### src/rtl/stream_mux_rr_if.sv
// Stream bundle for stream_mux_rr: N producer channels in, one registered consumer stream out.
// Packet-lock sideband (in_last/out_last) exists only when STREAM_MUX_PKT_LOCK_EN is defined.
interface stream_mux_rr_if #(
  parameter int W = 8,
  parameter int N = 4
);
  localparam int SW = $clog2(N);

  logic [N-1:0]   in_valid;
  logic [N*W-1:0] in_data;
  logic [N-1:0]   in_ready;
  logic           out_valid;
  logic [W-1:0]   out_data;
  logic [SW-1:0]  out_sel;
  logic           out_ready;
`ifdef STREAM_MUX_PKT_LOCK_EN
  logic [N-1:0]   in_last;
  logic           out_last;

  modport slave (
    input  in_valid, in_data, in_last, out_ready,
    output in_ready, out_valid, out_data, out_sel, out_last
  );
  modport master (
    output in_valid, in_data, in_last, out_ready,
    input  in_ready, out_valid, out_data, out_sel, out_last
  );
`else
  modport slave (
    input  in_valid, in_data, out_ready,
    output in_ready, out_valid, out_data, out_sel
  );
  modport master (
    output in_valid, in_data, out_ready,
    input  in_ready, out_valid, out_data, out_sel
  );
`endif
endinterface

### src/rtl/stream_mux_rr.sv
// N:1 round-robin valid/ready stream mux, 1-cycle latency, full throughput; stalls in_ready while the output is held.
// Define STREAM_MUX_PKT_LOCK_EN to keep the grant on one channel until its in_last beat.
module stream_mux_rr #(
  parameter int W = 8,
  parameter int N = 4
) (
  input logic          clk,
  input logic          rst_n,
  stream_mux_rr_if.slave bus
);
  localparam int SW = $clog2(N);
  localparam int IW = SW + 1;

  logic [SW-1:0] ptr_q, ptr_d;
  logic [SW-1:0] out_sel_q, out_sel_d;
  logic          out_valid_q, out_valid_d;
  logic [W-1:0]  out_data_q, out_data_d;
  logic [SW-1:0] grant;
  logic [W-1:0]  grant_data;
  logic          any_vld;
  logic          space;
  logic          load;
`ifdef STREAM_MUX_PKT_LOCK_EN
  logic          lock_q, lock_d;
  logic          out_last_q, out_last_d;
  logic          grant_last;
`endif

  // Scan from the highest offset down so the closest valid channel after ptr wins.
  always_comb begin : arb
    logic [IW-1:0] idx;
    idx     = '0;
    grant   = '0;
    any_vld = 1'b0;
    for (int k = N; k >= 1; k--) begin
      idx = {1'b0, ptr_q} + IW'(k);
      if (idx >= IW'(N)) idx = idx - IW'(N);
      if (bus.in_valid[idx[SW-1:0]]) begin
        grant   = idx[SW-1:0];
        any_vld = 1'b1;
      end
    end
`ifdef STREAM_MUX_PKT_LOCK_EN
    if (lock_q) begin
      grant   = ptr_q;
      any_vld = bus.in_valid[ptr_q];
    end
`endif
  end

  always_comb begin
    grant_data = '0;
`ifdef STREAM_MUX_PKT_LOCK_EN
    grant_last = 1'b0;
`endif
    for (int i = 0; i < N; i++) begin
      if (SW'(i) == grant) begin
        grant_data = bus.in_data[i*W +: W];
`ifdef STREAM_MUX_PKT_LOCK_EN
        grant_last = bus.in_last[i];
`endif
      end
    end
  end

  assign space = !out_valid_q || bus.out_ready;
  assign load  = space && any_vld;

  always_comb begin
    bus.in_ready = '0;
    if (load) bus.in_ready[grant] = 1'b1;
  end

  always_comb begin
    out_valid_d = out_valid_q;
    out_data_d  = out_data_q;
    out_sel_d   = out_sel_q;
    ptr_d       = ptr_q;
`ifdef STREAM_MUX_PKT_LOCK_EN
    lock_d      = lock_q;
    out_last_d  = out_last_q;
`endif
    if (load) begin
      out_valid_d = 1'b1;
      out_data_d  = grant_data;
      out_sel_d   = grant;
      ptr_d       = grant;
`ifdef STREAM_MUX_PKT_LOCK_EN
      lock_d      = !grant_last;
      out_last_d  = grant_last;
`endif
    end else if (bus.out_ready) begin
      out_valid_d = 1'b0;
    end
  end

  // ptr resets to N-1 so channel 0 is searched first.
  always_ff @(posedge clk or negedge rst_n) begin
    if (!rst_n) begin
      out_valid_q <= 1'b0;
      out_data_q  <= '0;
      out_sel_q   <= '0;
      ptr_q       <= SW'(N - 1);
`ifdef STREAM_MUX_PKT_LOCK_EN
      lock_q      <= 1'b0;
      out_last_q  <= 1'b0;
`endif
    end else begin
      out_valid_q <= out_valid_d;
      out_data_q  <= out_data_d;
      out_sel_q   <= out_sel_d;
      ptr_q       <= ptr_d;
`ifdef STREAM_MUX_PKT_LOCK_EN
      lock_q      <= lock_d;
      out_last_q  <= out_last_d;
`endif
    end
  end

  assign bus.out_valid = out_valid_q;
  assign bus.out_data  = out_data_q;
  assign bus.out_sel   = out_sel_q;
`ifdef STREAM_MUX_PKT_LOCK_EN
  assign bus.out_last  = out_last_q;
`endif

endmodule

### src/flat_wrapper.sv
// flat-port wrapper written by rule: the top's interface ports become plain ports
module stream_mux_rr_flat 
#(
  parameter int W = 8,
  parameter int N = 4
)
  (clk, rst_n, bus_in_valid, bus_in_data, bus_out_ready, bus_in_ready, bus_out_valid, bus_out_data, bus_out_sel);
  stream_mux_rr_if #(.W(W), .N(N)) bus_i ();
  input logic clk;
  input logic rst_n;
  input wire logic [$bits(bus_i.in_valid)-1:0] bus_in_valid;
  input wire logic [$bits(bus_i.in_data)-1:0] bus_in_data;
  input wire logic [$bits(bus_i.out_ready)-1:0] bus_out_ready;
  output wire logic [$bits(bus_i.in_ready)-1:0] bus_in_ready;
  output wire logic [$bits(bus_i.out_valid)-1:0] bus_out_valid;
  output wire logic [$bits(bus_i.out_data)-1:0] bus_out_data;
  output wire logic [$bits(bus_i.out_sel)-1:0] bus_out_sel;
  assign bus_i.in_valid = bus_in_valid;
  assign bus_i.in_data = bus_in_data;
  assign bus_i.out_ready = bus_out_ready;
  assign bus_in_ready = bus_i.in_ready;
  assign bus_out_valid = bus_i.out_valid;
  assign bus_out_data = bus_i.out_data;
  assign bus_out_sel = bus_i.out_sel;
  stream_mux_rr #(.W(W), .N(N)) u_core (.clk(clk), .rst_n(rst_n), .bus(bus_i));
endmodule
### config.mk
export PLATFORM = sky130hd
export DESIGN_NAME = stream_mux_rr_flat
export DESIGN_NICKNAME = d
export VERILOG_FILES = /design/src/rtl/stream_mux_rr_if.sv /design/src/rtl/stream_mux_rr.sv /design/src/flat_wrapper.sv
export SDC_FILE = /design/constraint.sdc
export NUM_CORES = 1
export LEC_CHECK = 0
export CORE_MARGIN = 5
export CORE_UTILIZATION = 38
export CTS_CLUSTER_SIZE = 25
export DETAILED_ROUTE_END_ITERATION = 6
export HOLD_SLACK_MARGIN = 0.15
export MAX_ROUTING_LAYER = met4
export PLACE_DENSITY = 0.93
export SYNTH_ARGS = -nofsm -noshare
export SYNTH_HDL_FRONTEND = slang
export SYNTH_SLANG_ARGS = --single-unit
### constraint.sdc
create_clock -name clk -period 2.9 [get_ports clk]
set_input_delay 0.87 -clock clk [delete_from_list [all_inputs] [get_ports clk]]
set_output_delay 0.87 -clock clk [all_outputs]
set_load 0.005 [all_outputs]
* Word level (Yosys, flattened, before mapping)
Cells that the tools add are included.
** Storage, ports and cells
- Register bits :: 13
- Input port bits :: 39
- Output and inout bits :: 15
- Word-level logic and storage cells :: 60
** Operators by class
- Add/subtract/negate cells :: 8
- Order comparisons :: 10
- Equality and inequality tests :: 3
- Mux-type cells :: 29
- Reductions and logical operators :: 6
** Operator list (number)
- $mux W8 :: 4
- $mux W2 :: 8
- $lt A2 B3 Y1 const B :: 5
- $ge A3 B3 Y1 const B :: 4
- $mux W1 :: 11
- $bmux W1 S2 :: 4
- $sub A2 B1 Y2 const B :: 4
- $add A2 B2 Y3 const B :: 2
- $eq A2 B2 Y1 const A :: 2
- $mux W4 :: 1
- $add A2 B1 Y3 const B :: 1
- $add A2 B3 Y3 const B :: 1
- $demux W1 S2 :: 1
- $eq A1 B2 Y1 const A :: 1
- $ge A2 B1 Y1 const B :: 1
- $logic_and A1 B1 Y1 :: 2
- $logic_not A2 Y1 :: 1
- $reduce_bool A2 Y1 :: 1
- $logic_not A1 Y1 :: 1
- $logic_or A1 B1 Y1 :: 1

* Longest topological paths before layout
Gate-level depths: netlist of run 1.
- Depth after elaboration :: 14
- Mapped depth :: 6
- Gate-level depth less buffers :: 5

* Worst setup path after synthesis of run 1
No wires, ideal clock.
- Path kind :: input-to-output
- Start point :: in bus_in_valid[1]
- End point :: out bus_in_ready[2]
- Data arrival time :: 1688 ps
- Data required time :: 2030 ps
- Path slack :: 342 ps
- Stages on the path :: 6
- Buffers on the path :: 2
- Cell sequence :: a21o_1 a31oi_1 buf_6 buf_12 nand2_1 nor2_1
** Between the ends
- Word-level cells in the longest chain between the ends :: 11
- Elaborated cells on any way between the ends :: 23
- Classes of those cells :: order compare: 2; mux: 19; reduce/logical: 2
** Ends and longest elaborated chain
- start, declared :: line flat_wrapper.sv:11 : input wire logic [$bits(bus_i.in_valid)-1:0] bus_in_valid;
- $bmux W1 S2 :: line stream_mux_rr.sv:38 : if (bus.in_valid[idx[SW-1:0]]) begin
- $mux W1 (not written as such) :: line stream_mux_rr.sv:38
- $mux W2 (4 in series) :: line stream_mux_rr.sv:38
- $lt A2 B3 Y1 (not written as such) / $ge A2 B1 Y1 (equally long branches) :: line stream_mux_rr.sv:71 : if (load) bus.in_ready[grant] = 1'b1;
- $logic_and A1 B1 Y1 (not written as such) :: line stream_mux_rr.sv:71
- $mux W1 (not written as such) :: line stream_mux_rr.sv:71
- $demux W1 S2
- $mux W4 * :: line stream_mux_rr.sv:71
- end, declared :: line flat_wrapper.sv:14 : output wire logic [$bits(bus_i.in_ready)-1:0] bus_in_ready;
Mark *: on every way between the ends. The rest lies on a longest branch, timed or not. The select of a mux whose other input is x is not followed.

* Final worst setup path of run 1
- Start point :: in bus_in_valid[0]
- End point :: out bus_in_ready[3]
The elaborated chain is that of the path after synthesis.

==> impl_metrics.yaml, run 1 <==
pwr:
  leakage_nw: 0.716
  ir_drop_v: 0.000326
  power-per-cell-area_mw_per_mm2: 475
  total_power_mw: 0.773
flow_run:
  max-cap-violations: 0
hold_path:
  min_to: "u_core.bus.out_data[5]$_DFFE_PN0N_"
  hold_depth: 2
  hp-class: "reg2reg"
  min_from: "u_core.bus.out_data[5]$_DFFE_PN0N_"
critical_path:
  r2r-end: "u_core.bus.out_data[7]$_DFFE_PN0N_"
  path_class: "in2out"
  cp.required_ns: 2.03
  arrival_ns: 2.00
  reg2reg_from: "u_core.ptr_q[1]$_DFFE_PN1N_"
  end_kind: "output pin"
  worstSetupStartpointType: "input pin"
  worstPathMaxFanout: 3
  regToRegSetupSlack_ns: 0.78
  reg2regPathDepth: 8
place:
  dpl_cell_area_mm2: 0.00147
  dp_hpwl_um: 2280
  io_buffers: 53
  globalplace.congestion: 0.898
synth:
  netlist_area_um2: 827
  synth-main-ff-cell: "dfrtp_1"
  synth.yosys.seq_area_share: 0.396
  yosysWarnings: 0
  synth.distinct_cells: 25
  yosysTopAreaCellShare: 0.333
  yosysTopAreaCell: "dfrtp_1"
  syn_nets: 119
  postSynth.asyncResetShare: 1.00
  synth-seq-cells: 13
  syn_avg_cell_area_um2: 10.3
  synth_cells: 80
  synth_edf_count: 0
  yosys-top-cells-area: "dfrtp_1 33%, mux2i_1 16%, dfstp_2 6.4%"
timing:
  period_minus_slack_ns: 2.87
  post-route-period-util: 0.989
  slew_violations: 0
  skew_ns: 0.00571
  hold_violations: 0
  fmax_mhz: 349
  worst_slew_pin_slew_ns: 0.615
  slew-limit-headroom: 0.589
  setup_viol: 0
die:
  num_io_pins: 54
  dieHeight_um: 56.7
  coreArea_mm2: 0.00202
  row_count: 16
  initial_core_util: 0.409
  die_width_um: 56.7
  dieArea_mm2: 0.00321
clock_tree:
  cts_sinks: 13
  cts.htree.levels: 1
  clock-root-buffer: "clkbuf_4"
  cts_tree: "built"
  cts-buffers-inserted: 3
  insertion_delay_ns: 0.27
  cts.path.max_buffers: 2
  path_clk_slew_ns: 0.08
outcome:
  outcome: "completed"
finish:
  final_nets: 198
  antenna_cells: 0
  finalInstanceArea_mm2: 0.00163
  areaGrowthSynthToFinish_pct: 96.8
  layout_common_cells: "45 x clkdlybuf4s50_1, 19 x buf_4, 13 x mux2i_1"
  final_common_cell: "clkdlybuf4s50_1"
  drive_gt1_frac: 0.304
route:
  vias_per_cell: 5.37
  drtPass1Iterations: 4
  detail_route.iter0.violations: 33
  routed_wl_um: 3300
  wire_per_inst_um: 17.8
  drc: 0
  num_vias: 994
  final_antenna_net_count: 0
global_routing:
  grt_max_degree: 14
  grt_pass1_vias: 1088
  track_usage: 0.222
  antenna_found_initial: 0
  overflow: 0
  grt_first_pass_wirelength_um: 5400
[worst max-delay path by stage]
stage                          from               to  slack [ns]  depth (start not counted)
global route        bus_in_valid[1]  bus_in_ready[3]       -0.05                          9
detailed placement  bus_in_valid[2]  bus_in_ready[0]       -0.66                          6
finish              bus_in_valid[0]  bus_in_ready[3]        0.03                          8
CTS                 bus_in_valid[2]  bus_in_ready[0]       0.008                          8
floorplan           bus_in_valid[1]  bus_in_ready[2]        0.34                          6
global placement    bus_in_valid[3]  bus_in_ready[1]       -0.55                          6
[worst max-delay path, stage by stage]
cell,delay [ns]
clkdlybuf4s15_2,0.23
nor4_4,0.31
buf_4,0.17
a21oi_4,0.04
nand2_2,0.10
buf_6,0.11
nor2_4,0.03
buf_2,0.14
[cell type report]
| type | instances | area [um2] |
|---|---|---|
| clock buffers | 4 | 26.3 |
| fillers | 113 | 394 |
| inverters | 1 | 3.75 |
| multi-input cells | 63 | 536 |
| flip-flops and latches | 13 | 328 |
| well taps | 27 | 33.8 |
| repair buffers | 77 | 701 |
[Yosys cell counts, types with 2 or more instances]
cell type	count
o221ai_1	4
dfstp_2	2
mux2_1	4
mux2i_1	13
a21o_1	2
nor2_1	4
nand2_1	12
dfrtp_1	11
nand2b_1	3
a21oi_1	4
o21a_1	3
o22ai_1	4
nor3_1	2
[state kept, by name, summed over array words and instances (netlist names)]
register and flops:
u_core.ptr_q 2, u_core.bus.out_sel 2, u_core.bus.out_data 8, u_core.bus.out_valid 1
[stage by stage]
stage / setup TNS, ns / util / cells / hold WS, ns / setup slack, ns
2_1_floorplan: 0 / - / 80 / 0.471 / 0.342
3_3_place_gp: -2.12 / 0.729 / 172 / 0.466 / -0.550
4_1_cts: 0 / 0.787 / 183 / 0.492 / 0.00824
6_report: 0 / 0.805 / 185 / 0.500 / 0.0311
5_1_grt: -0.0631 / 0.805 / 185 / 0.527 / -0.0467
3_5_place_dp: -2.42 / 0.729 / 172 / 0.473 / -0.661
[repair_timing]
item / in CTS / in global routing
gates resized for setup: 35 / 11
endpoints found under the hold margin: 0 / 0
buffers inserted: 7 / 2
hold buffers: 0 / 0
pin swaps: 8 / 2
setup endpoints to repair: 4 / 4
[report_power, final]
part	leakage, nW	internal [mW]	switching [mW]
Clock	0.0150	0.0532	0.0609
Sequential	0.146	0.228	0.0326
Combinational	0.554	0.239	0.159
Total	0.716	0.520	0.253
[layer usage]
metal / share of wire / vias up / global-route usage
li1: - / 458 / -
met1: 0.36 / 486 / 0.225
met2: 0.55 / 40 / 0.409
met3: 0.046 / 10 / 0.0367
met4: 0.037 / 0 / 0.102
met5: 0 / - / -
[logic make-up (layout without fill, tap and decap cells)]
kind of cell    count (synthesis)  in the layout  synth area share
mux                            17             17             0.212
simple gates                   23             23             0.132
compound gates                 23             23             0.212
buf+inv                         4             82            0.0484
flops                          13             13             0.396
No activity file was read; power rests on OpenSTA's default activity.
==> run 2: changes to the inputs <==
--- a/config.mk
+++ b/config.mk
@@ -5,7 +5,7 @@
 export SDC_FILE = /design/constraint.sdc
 export NUM_CORES = 1
 export LEC_CHECK = 0
-export CORE_MARGIN = 5
+export CORE_MARGIN = 2
 export CORE_UTILIZATION = 38
 export CTS_CLUSTER_SIZE = 25
 export DETAILED_ROUTE_END_ITERATION = 6
==> run 2 against run 1 <==
Effect of this change:
- combinational power decreased by 2%
- via count decreased by 3.5%
- clock power about the same
- global-route usage increased by 4.1 points
- clock-buffer cell count unchanged
- critical path depth decreased by 1
- critical path type unchanged
- sequential share of layout area increased by 0.48 points
- flip-flop and latch count unchanged
- fmax decreased by 0.33%
- cell area decreased by 2.3%
- first-iteration DRC count decreased by 21%
==> impl_metrics.yaml, run 2 (synthesis gave the netlist of run 1 again) <==
outcome:
  outcome: "completed"
timing:
  setup_ws_ns: 0.0215
  slew-limit-headroom: 0.604
  slew_violations: 0
  hold_violations: 0
  period_minus_slack_ns: 2.88
  skew_ns: 0.00303
  tns_ns: 0
  worst_slew_pin_slew_ns: 0.593
  setup_viol: 0
  post-route-period-util: 0.993
  fmax_mhz: 347
  rsz0062_at_grt: "yes"
hold_path:
  hold_depth: 2
  hp-class: "reg2reg"
  min_from: "u_core.bus.out_sel[1]$_DFFE_PN0N_"
  min_to: "u_core.bus.out_sel[1]$_DFFE_PN0N_"
global_routing:
  top_usage_layer: "met2"
  grtUsageMet2: 0.485
  grt_max_degree: 14
  track_usage: 0.263
  antenna_found_initial: 0
  overflow: 0
  grt_pass1_vias: 1030
  grt_use_met3: 0.0417
  gr-usage-met1: 0.293
  grt_first_pass_wirelength_um: 4890
critical_path:
  regToRegSetupSlack_ns: 0.88
  end_kind: "output pin"
  crit_slowest_cell: "clkdlybuf4s50_1"
  startpoint: "bus_out_ready"
  reg2reg_from: "u_core.ptr_q[1]$_DFFE_PN1N_"
  cp_slowest_stage_delay_ns: 0.47
  path_class: "in2out"
  cp.required_ns: 2.03
  worstPathMaxFanout: 3
  arrival_ns: 2.01
  reg2regPathDepth: 8
  r2r-end: "u_core.bus.out_data[4]$_DFFE_PN0N_"
  worstSetupStartpointType: "input pin"
  crit_chain: "clkdlybuf4s50_1 -> inv_2 -> a21oi_4 -> nand2_2 -> buf_4 -> nor2_1 -> buf_2"
place:
  place_ws_ns: -0.664
  dp_cells: 171
  globalplace.congestion: 0.839
  dp_hpwl_um: 2090
  io_buffers: 53
route:
  detail_route.iter0.violations: 26
  wire_per_inst_um: 16.2
  drc: 0
  vias_per_cell: 5.21
  drtPass1Iterations: 5
  num_vias: 959
  final_antenna_net_count: 0
  routed_wl_um: 2970
die:
  initial_core_util: 0.413
  dieHeight_um: 50.7
  die_width_um: 50.7
  coreArea_mm2: 0.00200
  row_count: 16
  num_io_pins: 54
  dieArea_mm2: 0.00257
finish:
  final_nets: 197
  areaGrowthSynthToFinish_pct: 92.3
  largest_reg_flops: 8
  layout_common_cells: "45 x clkdlybuf4s50_1, 23 x buf_4, 13 x mux2i_1"
  stdcell_count: 184
  final_common_cell: "clkdlybuf4s50_1"
  drive_gt1_frac: 0.293
  antenna_cells: 0
clock_tree:
  cts.path.max_buffers: 2
  hold_buffers: 0
  clock-root-buffer: "clkbuf_4"
  cts_sinks: 13
  path_clk_slew_ns: 0.08
  cts-buffers-inserted: 3
  cts_tree: "built"
  insertion_delay_ns: 0.28
  cts.htree.levels: 1
pwr:
  total_power_mw: 0.766
  power-per-cell-area_mw_per_mm2: 481
  ir_drop_v: 0.000406
  leakage_nw: 0.706
flow_run:
  max-cap-violations: 0
## run 2: routing by layer
layer	part of all wire	vias to the layer above
met5	0	-
met4	0.014	0
met3	0.048	6
met2	0.54	41
met1	0.40	458
li1	-	454
## run 2: power by group
part	leakage (nW)	total (mW)	switching, mW	internal [mW]
Combinational	0.545	0.393	0.153	0.240
Clock	0.0150	0.114	0.0609	0.0534
Sequential	0.146	0.259	0.0309	0.228
## run 2: worst max-delay path by stage
stage / to / slack, ns / cells past startpoint
2_1_floorplan: bus_in_ready[2] / 0.34 / 6
4_1_cts: bus_in_ready[1] / -0.0006 / 8
5_1_grt: bus_in_ready[3] / -0.02 / 7
3_3_place_gp: bus_in_ready[1] / -0.53 / 6
6_report: bus_in_ready[3] / 0.02 / 7
3_5_place_dp: bus_in_ready[1] / -0.66 / 6
## run 2: critical path: cells and delay by family
family,cells,cell delay [ns]
AND/OR/NAND/NOR,2,0.19
AO/OA/AOI/OAI,1,0.14
buffers and inverters,4,0.81
## run 2: through the flow
stage	utilization	hold slack [ns]	area, um2
finish	0.794	0.493	1590
global route	0.794	0.531	1590
CTS	0.790	0.493	1580
detailed placement	0.733	0.473	1470
global placement	0.733	0.468	1470
floorplan	-	0.471	827
## run 2: repair_timing
item	in CTS	in global routing
pin swaps	6	2
setup endpoints to repair	4	4
setup buffers	9	0
gates resized for setup	27	10
## run 2: final cells by class
type | count | area [um2]
well taps | 27 | 33.8
fillers | 132 | 412
flip-flops and latches | 13 | 328
repair buffers | 76 | 672
inverters | 1 | 3.75
multi-input cells | 63 | 527
clock buffers | 4 | 26.3
==> run 3: changes to the inputs <==
--- a/config.mk
+++ b/config.mk
@@ -12,6 +12,7 @@
 export HOLD_SLACK_MARGIN = 0.15
 export MAX_ROUTING_LAYER = met4
 export PLACE_DENSITY = 0.93
+export SETUP_SLACK_MARGIN = 0.2
 export SYNTH_ARGS = -nofsm -noshare
 export SYNTH_HDL_FRONTEND = slang
 export SYNTH_SLANG_ARGS = --single-unit
==> run 3 against run 2 <==
Effect of this change:
- combinational power up 6.9%
- wire length up 14%
- sequential power about the same
- die area unchanged
- critical path depth up 1
- first-iteration DRC count down 7.7%
- fmax up 3.9%
- highest routed layer unchanged
- non-clock buffer count up 2
- clock-buffer cell count unchanged
==> impl_metrics.yaml, run 3 (synthesis gave the netlist of run 1 again) <==
outcome:
  outcome: "completed"
die:
  initial_core_util: 0.413
  num_io_pins: 54
  dieHeight_um: 50.7
  dieArea_mm2: 0.00257
  coreArea_mm2: 0.00200
  die_width_um: 50.7
  row_count: 16
clock_tree:
  path_clk_slew_ns: 0.08
  hold_buffers: 0
  cts-buffers-inserted: 3
  cts.htree.levels: 1
  clock-root-buffer: "clkbuf_4"
  cts_sinks: 13
  cts.path.max_buffers: 2
  insertion_delay_ns: 0.28
  cts_tree: "built"
critical_path:
  path_class: "in2out"
  worstPathMaxFanout: 3
  worstSetupStartpointType: "input pin"
  arrival_ns: 1.90
  cp.required_ns: 2.03
  end_kind: "output pin"
finish:
  drive_gt1_frac: 0.314
  multi_input_area_um2: 524
  final_nets: 199
  fillers: 116
  largest_reg_flops: 8
  areaGrowthSynthToFinish_pct: 97.9
  antenna_cells: 0
  layout_common_cells: "44 x clkdlybuf4s50_1, 21 x buf_4, 13 x mux2i_1"
  register_area_um2: 328
  final_common_cell: "clkdlybuf4s50_1"
route:
  top_layer: "met4"
  met3RoutedLength_um: 215
  detail_route.iter0.violations: 24
  drtPass1Iterations: 4
  final_antenna_net_count: 0
  wl_met1_um: 1240
  vias_per_cell: 5.40
  routed_wl_um: 3380
  drc: 0
  wire_per_inst_um: 18.2
  num_vias: 1004
  wl_met2_um: 1800
timing:
  skew_ns: 0.00628
  period_minus_slack_ns: 2.77
  rsz0062_at_grt: "yes"
  hold_violations: 0
  tns_ns: 0
  setup_viol: 0
  fmax_mhz: 361
  slew_violations: 0
  worst_slew_pin_slew_ns: 0.594
  post-route-period-util: 0.955
  slew-limit-headroom: 0.603
pwr:
  ir_drop_v: 0.000406
  total_power_mw: 0.796
  power-per-cell-area_mw_per_mm2: 486
  leakage_nw: 0.727
global_routing:
  grt_pass1_vias: 1108
  grt_max_degree: 14
  grt_first_pass_wirelength_um: 5090
  overflow: 0
  antenna_found_initial: 0
  track_usage: 0.278
place:
  dp_hpwl_um: 2090
  io_buffers: 53
  globalplace.congestion: 0.839
hold_path:
  hp-class: "reg2reg"
flow_run:
  max-cap-violations: 0
-- run 3: metal layers --
layer  vias up  GRT usage
met5         -          -
met2        57      0.502
met3        14     0.0506
met1       476      0.281
met4         0      0.153
li1        457          -
-- run 3: area by class of cell --
cell class,count,share of cell area
multi-input cells,63,0.320
inverters,1,0.00229
flip-flops and latches,13,0.200
repair buffers,78,0.440
well taps,27,0.0206
clock buffers,4,0.0161
-- run 3: repair_timing --
action,in CTS,in global routing
endpoints found under the setup margin,4,4
endpoints found under the hold margin,0,0
setup buffers,10,1
cloned,0,0
pin swaps,7,6
resized for setup,43,17
-- run 3: final timing paths --
| check | from | endpoint | slack (ns) | depth (start not counted) |
|---|---|---|---|---|
| worst min-delay path | u_core.bus.out_data[1]$_DFFE_PN0N_ | u_core.bus.out_data[1]$_DFFE_PN0N_ | 0.50 | 2 |
| worst max register to register | u_core.ptr_q[1]$_DFFE_PN1N_ | u_core.bus.out_data[4]$_DFFE_PN0N_ | 0.75 | 9 |
| worst max-delay path | bus_in_valid[2] | bus_in_ready[1] | 0.13 | 8 |
| worst min register to register | u_core.bus.out_data[1]$_DFFE_PN0N_ | u_core.bus.out_data[1]$_DFFE_PN0N_ | 0.50 | 2 |
| min in group asynchronous | rst_n | u_core.bus.out_valid$_DFFE_PN0P_ | 0.96 | 1 |
| max in group asynchronous | rst_n | u_core.bus.out_sel[1]$_DFFE_PN0N_ | 1.55 | 1 |
-- run 3: worst max-delay path: stages --
cell and delay (ns):
buf_8 0.10, buf_6 0.12, nor2_4 0.10, a31oi_2 0.06, buf_4 0.16, buf_4 0.15
nor3_2 0.19, buf_2 0.14
-- run 3: power breakdown --
part	leakage (nW)	internal (mW)	switching, mW	total (mW)
clock network	0.0150	0.0534	0.0611	0.115
registers	0.146	0.228	0.0336	0.261
logic	0.566	0.255	0.165	0.420
-- run 3: stage by stage --
stage | hold slack [ns] | instances | area, um2 | utilization | setup slack (ns)
4_1_cts | 0.493 | 185 | 1590 | 0.794 | 0.178
2_1_floorplan | 0.471 | 80 | 827 | - | 0.342
3_5_place_dp | 0.473 | 171 | 1470 | 0.733 | -0.664
5_1_grt | 0.532 | 186 | 1640 | 0.818 | 0.135
3_3_place_gp | 0.468 | 171 | 1470 | 0.733 | -0.535
6_report | 0.499 | 186 | 1640 | 0.818 | 0.130
